File: src/rtl/timer_counter_pkg.sv
// Shared definitions for the multi-channel timer: channel mode encodings and
// the compare-select width helper used to size the CMP_SEL port.
package timer_counter_pkg;

  typedef enum logic [1:0] {
    FREE_RUN     = 2'b00,
    PERIODIC     = 2'b01,
    ONE_SHOT     = 2'b10,
    FREE_RUN_ALT = 2'b11
  } mode_t;

  // A single channel still needs a one-bit select so the port never collapses.
  function automatic int sel_width(input int n);
    return (n > 1) ? $clog2(n) : 1;
  endfunction

endpackage

File: src/rtl/timer_channel.sv
// One timer channel: counter, compare register, one-shot halt flag and match pulse.
// Latency 1 clk from advancing compare hit to MATCH; no backpressure, a tick is never stalled.
module timer_channel
  import timer_counter_pkg::*;
#(
  parameter int DATA_WIDTH = 16
) (
  input  logic                  CLOCK,
  input  logic                  RESET,
  input  logic                  tick,
  input  logic                  enable,
  input  logic                  clear,
  input  logic [1:0]            mode,
  input  logic                  cmp_we,
  input  logic [DATA_WIDTH-1:0] cmp_data,
  output logic [DATA_WIDTH-1:0] count,
  output logic                  match,
  output logic                  done
);

  localparam logic [DATA_WIDTH-1:0] CNT_ONE = DATA_WIDTH'(1);

  logic [DATA_WIDTH-1:0] compare;
  logic                  advance;
  logic                  hit;

  // done doubles as the halt flag: only a one-shot completion can set it.
  assign advance = tick && enable && !clear && !done;
  assign hit     = (count == compare);

  always_ff @(posedge CLOCK or posedge RESET) begin
    if (RESET) begin
      count   <= '0;
      compare <= '1;
      match   <= 1'b0;
      done    <= 1'b0;
    end else begin
      match <= advance && hit;
      if (cmp_we) begin
        compare <= cmp_data;
      end
      if (clear) begin
        count <= '0;
        done  <= 1'b0;
      end else if (advance) begin
        case (mode_t'(mode))
          PERIODIC: count <= hit ? '0 : count + CNT_ONE;
          ONE_SHOT: begin
            if (hit) begin
              done <= 1'b1;
            end else begin
              count <= count + CNT_ONE;
            end
          end
          default:  count <= count + CNT_ONE;
        endcase
      end else if (cmp_we && done) begin
        done <= 1'b0;
      end
    end
  end

endmodule

File: src/rtl/timer_counter_ch.sv
// Multi-channel timer with a shared prescaler feeding CHANNELS independent counters.
// MATCH latency 1 clk after the advancing hit; no backpressure, inputs are sampled every clock.
module timer_counter_ch
  import timer_counter_pkg::*;
#(
  parameter int DATA_WIDTH     = 16,
  parameter int CHANNELS       = 4,
  parameter int PRESCALE_WIDTH = 8
) (
  input  logic                           CLOCK,
  input  logic                           RESET,
  input  logic [CHANNELS-1:0]            ENABLE,
  input  logic [CHANNELS-1:0]            CLEAR,
  input  logic [2*CHANNELS-1:0]          MODE,
  input  logic [PRESCALE_WIDTH-1:0]      PRESCALE,
  input  logic                           CMP_WE,
  input  logic [sel_width(CHANNELS)-1:0] CMP_SEL,
  input  logic [DATA_WIDTH-1:0]          CMP_DATA,
  output logic [CHANNELS*DATA_WIDTH-1:0] DATA,
  output logic [CHANNELS-1:0]            MATCH,
  output logic [CHANNELS-1:0]            DONE
);

  localparam int SEL_W = sel_width(CHANNELS);
  localparam logic [PRESCALE_WIDTH-1:0] PRE_ONE = PRESCALE_WIDTH'(1);

  logic [PRESCALE_WIDTH-1:0] pre_cnt;
  logic                      tick;

  // Compare with >= so a PRESCALE reduced below the running count ticks at once.
  assign tick = (pre_cnt >= PRESCALE);

  always_ff @(posedge CLOCK or posedge RESET) begin
    if (RESET) begin
      pre_cnt <= '0;
    end else if (tick) begin
      pre_cnt <= '0;
    end else begin
      pre_cnt <= pre_cnt + PRE_ONE;
    end
  end

  for (genvar i = 0; i < CHANNELS; i++) begin : g_ch
    logic sel_hit;

    // Out-of-range selects match no channel and are silently dropped.
    assign sel_hit = CMP_WE && (CMP_SEL == SEL_W'(i));

    timer_channel #(
      .DATA_WIDTH(DATA_WIDTH)
    ) u_ch (
      .CLOCK    (CLOCK),
      .RESET    (RESET),
      .tick     (tick),
      .enable   (ENABLE[i]),
      .clear    (CLEAR[i]),
      .mode     (MODE[2*i +: 2]),
      .cmp_we   (sel_hit),
      .cmp_data (CMP_DATA),
      .count    (DATA[i*DATA_WIDTH +: DATA_WIDTH]),
      .match    (MATCH[i]),
      .done     (DONE[i])
    );
  end

endmodule

File: config.mk
export PLATFORM = sky130hd
export DESIGN_NAME = timer_counter_ch
export DESIGN_NICKNAME = d
export VERILOG_FILES = /design/src/rtl/timer_counter_pkg.sv /design/src/rtl/timer_channel.sv /design/src/rtl/timer_counter_ch.sv
export SDC_FILE = /design/constraint.sdc
export NUM_CORES = 1
export LEC_CHECK = 0
export ABC_AREA = 0
export CAP_MARGIN = 20
export CORE_ASPECT_RATIO = 0.6
export CORE_MARGIN = 3
export CORE_UTILIZATION = 55
export DETAILED_ROUTE_END_ITERATION = 16
export GPL_TIMING_DRIVEN = 0
export PLACE_DENSITY = 0.82
export SKIP_CTS_REPAIR_TIMING = 1
export SLEW_MARGIN = 5
export SYNTH_ARGS = -nofsm -noshare
export SYNTH_HDL_FRONTEND = slang
export SYNTH_SLANG_ARGS = --single-unit
File: constraint.sdc
create_clock -name CLOCK -period 7.22 [get_ports CLOCK]
set_clock_uncertainty 0.2 [all_clocks]
set_input_delay 2.166 -clock CLOCK [delete_from_list [all_inputs] [get_ports CLOCK]]
set_output_delay 2.166 -clock CLOCK [all_outputs]
set_load 0.03 [all_outputs]
; Word-level counts from Yosys, hierarchy flattened
; Cells that the tools add are included.
[word_totals]
wordCells = 140
out_inout_bits = 72
regBits = 144
[op_classes]
eq_ne = 27
muxes = 41
n_reduce_logical = 49
magnitude_cmp = 1
addsub = 5
[ops]
columns = op, n
row1 = $mux 16, 16
row2 = $pmux 16 s2, 4
row3 = $add 16x1->16 const B, 4
row4 = $eq 16x16->1, 4
row5 = $ne 3x3->1 const B, 12
row6 = $logic_and 1x1->1, 24
row7 = $mux 1, 20
row8 = $eq 2x2->1 const B, 6
row9 = $reduce_and 3->1, 4
row10 = $reduce_bool 3->1, 4
row11 = $eq 2x1->1 const B, 5
row12 = $add 8x1->8 const B, 1
row13 = $ge 8x8->1, 1
row14 = $logic_not 1->1, 8
row15 = $mux 8, 1
row16 = $reduce_and 2->1, 4
row17 = $reduce_bool 2->1, 4
row18 = $logic_not 2->1, 1

; Longest topological paths before layout
; Gate-level depths: netlist (run 1).
[depth]
ltp_word = 6
mapped_depth = 10
ltp_nobuf = 8

; Hierarchy
; From an unflattened synthesis (run 1), not the netlist that was laid out.
[hier_totals]
hier_cells = 724
hier_area_um2 = 7836.3
[by_module_without_submodules]
columns = mod, seq_area_each_um2, area_per_inst_um2, instances, cells_each
row1 = timer_channel, 870.8, 1811.7, 4, 166
row2 = timer_counter_ch, 200.2, 589.3, 1, 60

; Worst setup path after synthesis (run 1)
; OpenSTA, ideal clock, no wires.
[synth_timing]
path_type = input to register
start = input port PRESCALE[7]
end = register g_ch[3].u_ch.count[4]
arrival_ps = 3948
n_path_buf = 1
t_required_ps = 6899
path_slack_ps = 2951
stages = 8
setup_time_ps = 121
path_cell_list = inv_1 ha_1 nand4_1 or4_1 a32o_2 buf_6 a21o_1 a22o_1
[synth_via]
elab_chain_len = 6
[synth_rtl]
columns = item, line
row1 = start: declaration, timer_counter_ch.sv:15  ; input logic [PRESCALE_WIDTH-1:0] PRESCALE,
row2 = $ge 8x8->1, timer_counter_ch.sv:31  ; assign tick = (pre_cnt >= PRESCALE);
row3 = $logic_and 1x1->1 (3 in series), timer_channel.sv:28  ; assign advance = tick && enable && !clear && !done;
row4 = $reduce_bool 2->1 (no source line), n/a
row5 = $reduce_and 2->1 (no source line), n/a
row6 = end signal: assignment, timer_channel.sv:47  ; PERIODIC: count <= hit ? '0 : count + CNT_ONE;
row7 = end signal: assignment, timer_channel.sv:52  ; count <= count + CNT_ONE;
row8 = end signal: assignment, timer_channel.sv:55  ; default: count <= count + CNT_ONE;
row9 = end: declaration, timer_channel.sv:16  ; output logic [DATA_WIDTH-1:0] count,
; Every way passes these cells.
; A chain may end at the register's enable or synchronous reset.

; Final worst setup path (run 1)
[layout_timing]
start = input port PRESCALE[7]
end = register g_ch[0].u_ch.count[11]
[layout_via]
elab_chain_len = 6
[layout_rtl]
columns = item, line
row1 = $ge 8x8->1, timer_counter_ch.sv:31
row2 = $logic_and 1x1->1 (3 in series), timer_channel.sv:28
row3 = $reduce_bool 2->1 (no source line), n/a
row4 = $reduce_and 2->1 (no source line), n/a
row5 = end signal: assignment, timer_channel.sv:47
row6 = end signal: assignment, timer_channel.sv:52
row7 = end signal: assignment, timer_channel.sv:55
row8 = end: declaration, timer_channel.sv:16
; Every way passes these cells.

==> run metrics, run 1 <==
Buf/Inv on CP=3; Area Growth Syn to Fin=25.5%; main area contributors after synthesis=sky130_fd_sc_hd__dfrtp_1 (25%), sky130_fd_sc_hd__dfstp_2 (21%), sky130_fd_sc_hd__mux2_2 (9.3%), sky130_fd_sc_hd__xnor2_1 (7.2%), sky130_fd_sc_hd__nor2_1 (2.7%); Top Ports=approximately 120; first drt pass iteration count=5; Peak VDD IR=around 180 uV; Num CTS Buffers=17; synthesized area divided by synthesized cell count=10.7 um2; number of vias in the routed layout=between 6000 and 7000; Switching Fraction=27.9%; clock share of power=36.6%; synthesized area=between 7000 and 8000 um2; clock root buffer=sky130_fd_sc_hd__clkbuf_16; Die Height=just under 100 um; # H-tree levels=4; via count of the first global-routing pass=6425; count of standard-cell rows=33; total internal power=1.71 mW; worst setup path startpoint=PRESCALE[7]; Crit Path Class=primary input to flop; cells along the critical path=clkdlybuf4s50_1 > inv_1 > ha_1 > nand4_1 > o31a_2 > a211oi_2 > buf_2 > nand2_1 > o21ai_0; clock latency at the later pin of the worst-skew pair=410 ps; fin cells=1082; Post-Place Setup Slack=2130 ps; Starting Density=57.1%; Sequential Power Share=~44%; Routed Wire Length=about 21000 um; post-synthesis net count=799; Yosys cell types=65; portion of the clock cycle consumed by the worst path in the final layout=between 60 and 70%; Period minus WS final=4750 ps; CP max stage delay=610 ps; category of the worst setup path launch point=primary input; cell with the most instances after synthesis=sky130_fd_sc_hd__dfrtp_1; Worst R2R Path Depth=9; final estimated routing congestion in global placement=0.859; core utilization of the finished layout=approximately 72%; endpoint of the lowest-slack register-to-register path=g_ch[0].u_ch.count[11]; antenna-violating nets left=0; cell count after placement=1050; sequential fraction of the synthesis area=46.6%; proportion of register bits with asynchronous set or reset after synthesis=100%; total number of cells along the worst setup path=9; Register-to-Register Setup Slack=4220 ps; final worst-path setup slack=around 2500 ps; critical-path cell with the highest stage delay=sky130_fd_sc_hd__a211oi_2; timing-limited maximum frequency=0.210 GHz; DR iter-0 viols=619; pins over their slew limit=0; Avg Vias per Cell=6.07; first-pass GRT wire length=33800 um; fraction of final layout cells with drive strength greater than 1=23.5%; pwr dens=roughly 240 nW/um2; post-synthesis instance total=roughly 740; number of synthesized register bits=approximately 140; fin area=9920 um2; final setup fails=0; cell type group with the largest total delay on the critical path=compound AO/OA/AOI/OAI gates; net load switching power=approximately 660 uW; Die Span X=161 um; Crit Reg-Reg Startpoint=pre_cnt[0]; top_reg_cell synth=sky130_fd_sc_hd__dfrtp_1; RSZ-0062 raised after global routing=no; placed wire-length estimate=~15000 um; leakage power=around 4 nW; number of enable flip-flop cells after synthesis=0; CTS tree=yes; total grt overflow=0; DR DRC count=0; final-layout setup total negative slack=0 ps; Port Buf Inserts=between 100 and 150; commonest cells in the netlist=sky130_fd_sc_hd__dfrtp_1 (80), sky130_fd_sc_hd__mux2_2 (65), sky130_fd_sc_hd__xnor2_1 (65), sky130_fd_sc_hd__dfstp_2 (64), sky130_fd_sc_hd__nor2_1 (57); worst path arrival time=4870 ps; Die ar.=~16000 um2; type of the tightest min-delay check=flop to flop; Synth warnings=0; Crit Path Max Fanout=10; area share of the largest cell type after synthesis=25.3%; overall power consumption=2.37 mW; average wire per standard cell=19.5 um; maxcap violations=0; capturing element of the worst setup path=g_ch[0].u_ch.count[11]; relative slew slack=between 40% and 50%; Net count, final=935; hold_ws=roughly 340 ps; total routing resource utilization after global routing=26.5%; Std-Cell Core Area=13800 um2; cell type contributing the most total cell area after synthesis=sky130_fd_sc_hd__dfrtp_1; maximum number of buffers from clock root to sink=2; area of placed instances=9340 um2; worst-margin pin slew=874 ps; endpoint required time on the critical path=7340 ps; status=complete, no violations; clock-pin transition on the worst setup and hold timing paths=around 60 ps; number of antenna violations at the first check in global routing=0; Final Hold Viols=0; combinational cell fraction of total power=18.9%; maximum number of pins on one net before global-route repair=80; Diodes inserted=0; TritonCTS sink count=144; category of the worst setup path capture point=flop
power by group through the flow:
| stage | registers [mW] | logic [mW] | clock network, mW |
|---|---|---|---|
| 6_report | 1.05 | 0.448 | 0.867 |
| 5_1_grt | 1.07 | 0.489 | 0.915 |
| 4_1_cts | 1.05 | 0.447 | 0.877 |
| 3_5_place_dp | 1.06 | 0.441 | 0 |
| 3_3_place_gp | 1.06 | 0.420 | 0 |
| 2_1_floorplan | 1.05 | 0.296 | 0 |
flip-flops by register name, indices dropped and copies added, names as in the netlist:
signal,count
pre_cnt,8
g_ch.u_ch.compare,64
g_ch.u_ch.count,64
g_ch.u_ch.done,4
g_ch.u_ch.match,4
final cells by class:
cell class                 instances  area [um2]
multi-input combinational        541        3950
fill                             966        3910
sequential                       144        3680
timing repair buffer             117        1190
clock buffer                      21         470
tap                              192         240
buffer                            34         189
clock inverter                    11         111
inverter                          22        87.6
placed cells by master (no fill, tap or decap), types with 14 or more instances in the layout:
| cell | n |
|---|---|
| sky130_fd_sc_hd__nand2_1 | 45 |
| sky130_fd_sc_hd__and3_1 | 27 |
| sky130_fd_sc_hd__dfstp_2 | 64 |
| sky130_fd_sc_hd__mux2_2 | 65 |
| sky130_fd_sc_hd__a21oi_1 | 22 |
| sky130_fd_sc_hd__a31oi_1 | 14 |
| sky130_fd_sc_hd__nand4_1 | 29 |
| sky130_fd_sc_hd__clkbuf_16 | 17 |
| sky130_fd_sc_hd__o21ai_0 | 23 |
| sky130_fd_sc_hd__inv_1 | 21 |
| sky130_fd_sc_hd__nor2_1 | 57 |
| sky130_fd_sc_hd__xnor2_1 | 65 |
| sky130_fd_sc_hd__clkdlybuf4s50_1 | 116 |
| sky130_fd_sc_hd__a221o_1 | 16 |
| sky130_fd_sc_hd__dfrtp_1 | 80 |
| sky130_fd_sc_hd__nand3_1 | 31 |
metal layers:
layer	GRT usage, %	up-vias	wire length (um)
met5	0	-	0
met4	6.48	0	184
met3	4.75	25	1580
met2	41.6	289	9760
met1	38.6	3280	9520
li1	-	2970	-
worst min path at each step:
stage                                      start                      to  slack [ps]  cells after the start
final                     g_ch[2].u_ch.count[15]  g_ch[2].u_ch.count[15]         340                      1
after global routing                  pre_cnt[7]              pre_cnt[7]         380                      2
after CTS                 g_ch[2].u_ch.count[15]  g_ch[2].u_ch.count[15]         350                      1
after detailed placement  g_ch[2].u_ch.count[15]  g_ch[2].u_ch.count[15]         340                      1
after global placement                pre_cnt[7]              pre_cnt[7]         330                      2
after floorplan                       pre_cnt[0]              pre_cnt[0]         290                      1
cells by family (layout without fill, tap and decap cells):
kind of cell    count (synthesis)  count (layout)  share of synthesized area (%)
flops                         144             144                           46.6
buf+inv                        56             205                           3.44
simple gates                  253             253                           17.3
xor+xnor                       74              74                           8.20
compound gates                135             135                           13.0
mux                            66              66                           9.39
fa+ha+maj                      13              13                           2.06
No activity file was read; power rests on OpenSTA's default activity.
==> run 2: changes to the inputs <==
- CORE_UTILIZATION: 55 -> 50
- PLACE_DENSITY: 0.82 -> 0.78
- clock period: 7.22 -> 4.1 ns (I/O delays scaled with it)
==> run metrics, run 2 (synthesis results as in run 1) <==
number of vias in the routed layout=6473 (-1.4%); average wire per standard cell=18.9 um (-2.9%); Net count, final=937 (+0.21%); highest-count cells in the layout ignoring fill and taps=sky130_fd_sc_hd__clkdlybuf4s50_1 (116), sky130_fd_sc_hd__dfrtp_1 (80), sky130_fd_sc_hd__mux2_2 (65), sky130_fd_sc_hd__xnor2_1 (65), sky130_fd_sc_hd__dfstp_2 (64); category of the worst setup path capture point=flop; footprint of the multi-input gates=3950 um2 (unchanged); total routing resource utilization after global routing=24.1% (-2.4 points); worst-margin pin slew=875 ps (+1.23 ps); antenna-violating nets left=0 (unchanged); pins over their slew limit=0 (unchanged); Peak VDD IR=291 uV (+59%); Diodes inserted=0 (unchanged); clock-pin transition on the worst setup and hold timing paths=60 ps (about the same); registers with the highest flip-flop counts=g_ch.u_ch.compare (64), g_ch.u_ch.count (64), pre_cnt (8); final estimated routing congestion in global placement=0.870 (+1.3%); category of the worst setup path launch point=primary input; Period minus WS final=3860 ps; # H-tree levels=4 (unchanged); placed wire-length estimate=15100 um (about the same); final-layout setup total negative slack=0 ps (unchanged); portion of the clock cycle consumed by the worst path in the final layout=94.1%; first drt pass iteration count=6 (+1); leakage power=4.11 nW (+0.51%); Die Span X=168 um (+4.7%); timing-limited maximum frequency=0.259 GHz; first-pass GRT wire length=33100 um (-2.1%); TritonCTS sink count=144 (unchanged); clock root buffer=sky130_fd_sc_hd__clkbuf_16; core utilization of the finished layout=66.7% (-5.0 points); clock latency at the later pin of the worst-skew pair=420 ps (about the same); RSZ-0062 raised after global routing=no; Final Hold Viols=0 (unchanged); pwr dens=424 nW/um2 (+78%); Starting Density=52.8% (-4.4 points); Die Height=103 um (+4.6%); Port Buf Inserts=116 (unchanged); maxcap violations=0 (unchanged); most common library cell in the layout ignoring fill and taps=sky130_fd_sc_hd__clkdlybuf4s50_1; Num CTS Buffers=17 (unchanged); number of fill cells=1157 (+20%); count of standard-cell rows=34 (+3.0%); Crit Path Class=primary input to flop; worst path arrival time=3990 ps (-880 ps); Area Growth Syn to Fin=26.3%; Crit Path Max Fanout=10 (unchanged); total grt overflow=0 (unchanged); maximum number of buffers from clock root to sink=2 (unchanged); final setup fails=0 (unchanged); hold_ws=348 ps (+3.48 ps); fin area=9980 um2 (+0.64%); Std-Cell Core Area=15000 um2 (+8.3%); Avg Vias per Cell=5.94 (-2.1%); number of antenna violations at the first check in global routing=0 (unchanged); type of the tightest min-delay check=flop to flop; Die ar.=17400 um2 (+9.5%); register cell area after layout=3680 um2 (unchanged); CTS tree=yes; status=complete, no violations; Routed Wire Length=20600 um (-2.2%); Top Ports=117 (unchanged); DR DRC count=0 (unchanged); area of placed instances=9380 um2 (+0.42%); fraction of final layout cells with drive strength greater than 1=23.7% (+0.17 points); via count of the first global-routing pass=6145 (-4.4%); endpoint required time on the critical path=4230 ps (-3110 ps); maximum number of pins on one net before global-route repair=41 (-49%); cell count after placement=1058 (+0.76%); Post-Place Setup Slack=-90.6 ps (-2220 ps); relative slew slack=41.4% (-0.083 points); overall power consumption=4.24 mW (+79%); DR iter-0 viols=548 (-11%); fin cells=1090 (+0.74%); final worst-path setup slack=240 ps (-2230 ps)
==> run 2: power breakdown <==
part	internal [mW]	switching [mW]	leakage, nW	total [mW]
clock network	1.00	0.602	0.302	1.60
logic	0.389	0.394	2.03	0.783
registers	1.68	0.170	1.78	1.85
total	3.07	1.17	4.11	4.24
==> run 2: worst max-delay path, stage by stage <==
cell and delay, ps:
sky130_fd_sc_hd__clkdlybuf4s50_1 460, sky130_fd_sc_hd__inv_1 40, sky130_fd_sc_hd__ha_1 310, sky130_fd_sc_hd__nand4_1 190, sky130_fd_sc_hd__o31a_2 490, sky130_fd_sc_hd__a211oi_2 600, sky130_fd_sc_hd__buf_2 340, sky130_fd_sc_hd__nand4_1 130
sky130_fd_sc_hd__o22ai_1 190
==> run 2: final timing paths <==
check	cells past startpoint	slack, ps	startpoint	endpoint
worst max-delay path	9	240	PRESCALE[7]	g_ch[0].u_ch.count[13]
worst min-delay path	2	350	pre_cnt[7]	pre_cnt[7]
worst max register to register	9	1060	pre_cnt[0]	g_ch[0].u_ch.count[13]
worst min register to register	2	350	pre_cnt[7]	pre_cnt[7]
max in group asynchronous	3	1870	RESET	g_ch[0].u_ch.compare[13]
min in group asynchronous	2	1100	RESET	g_ch[2].u_ch.count[8]
==> run 2: layout make-up <==
type,instances,share of cell area [%]
multi-input combinational,541,39.5
clock inverter,11,1.37
clock buffer,21,4.71
buffer,34,1.89
inverter,22,0.865
sequential,144,36.9
timing repair buffer,119,12.2
tap,198,2.48
==> run 2: routing by layer <==
| metal | share of wire, % | track usage (%) |
|---|---|---|
| met4 | 1.4 | 6.29 |
| met5 | 0 | 0 |
| met1 | 48 | 36.4 |
| met3 | 7.6 | 4.82 |
| met2 | 43 | 35.8 |
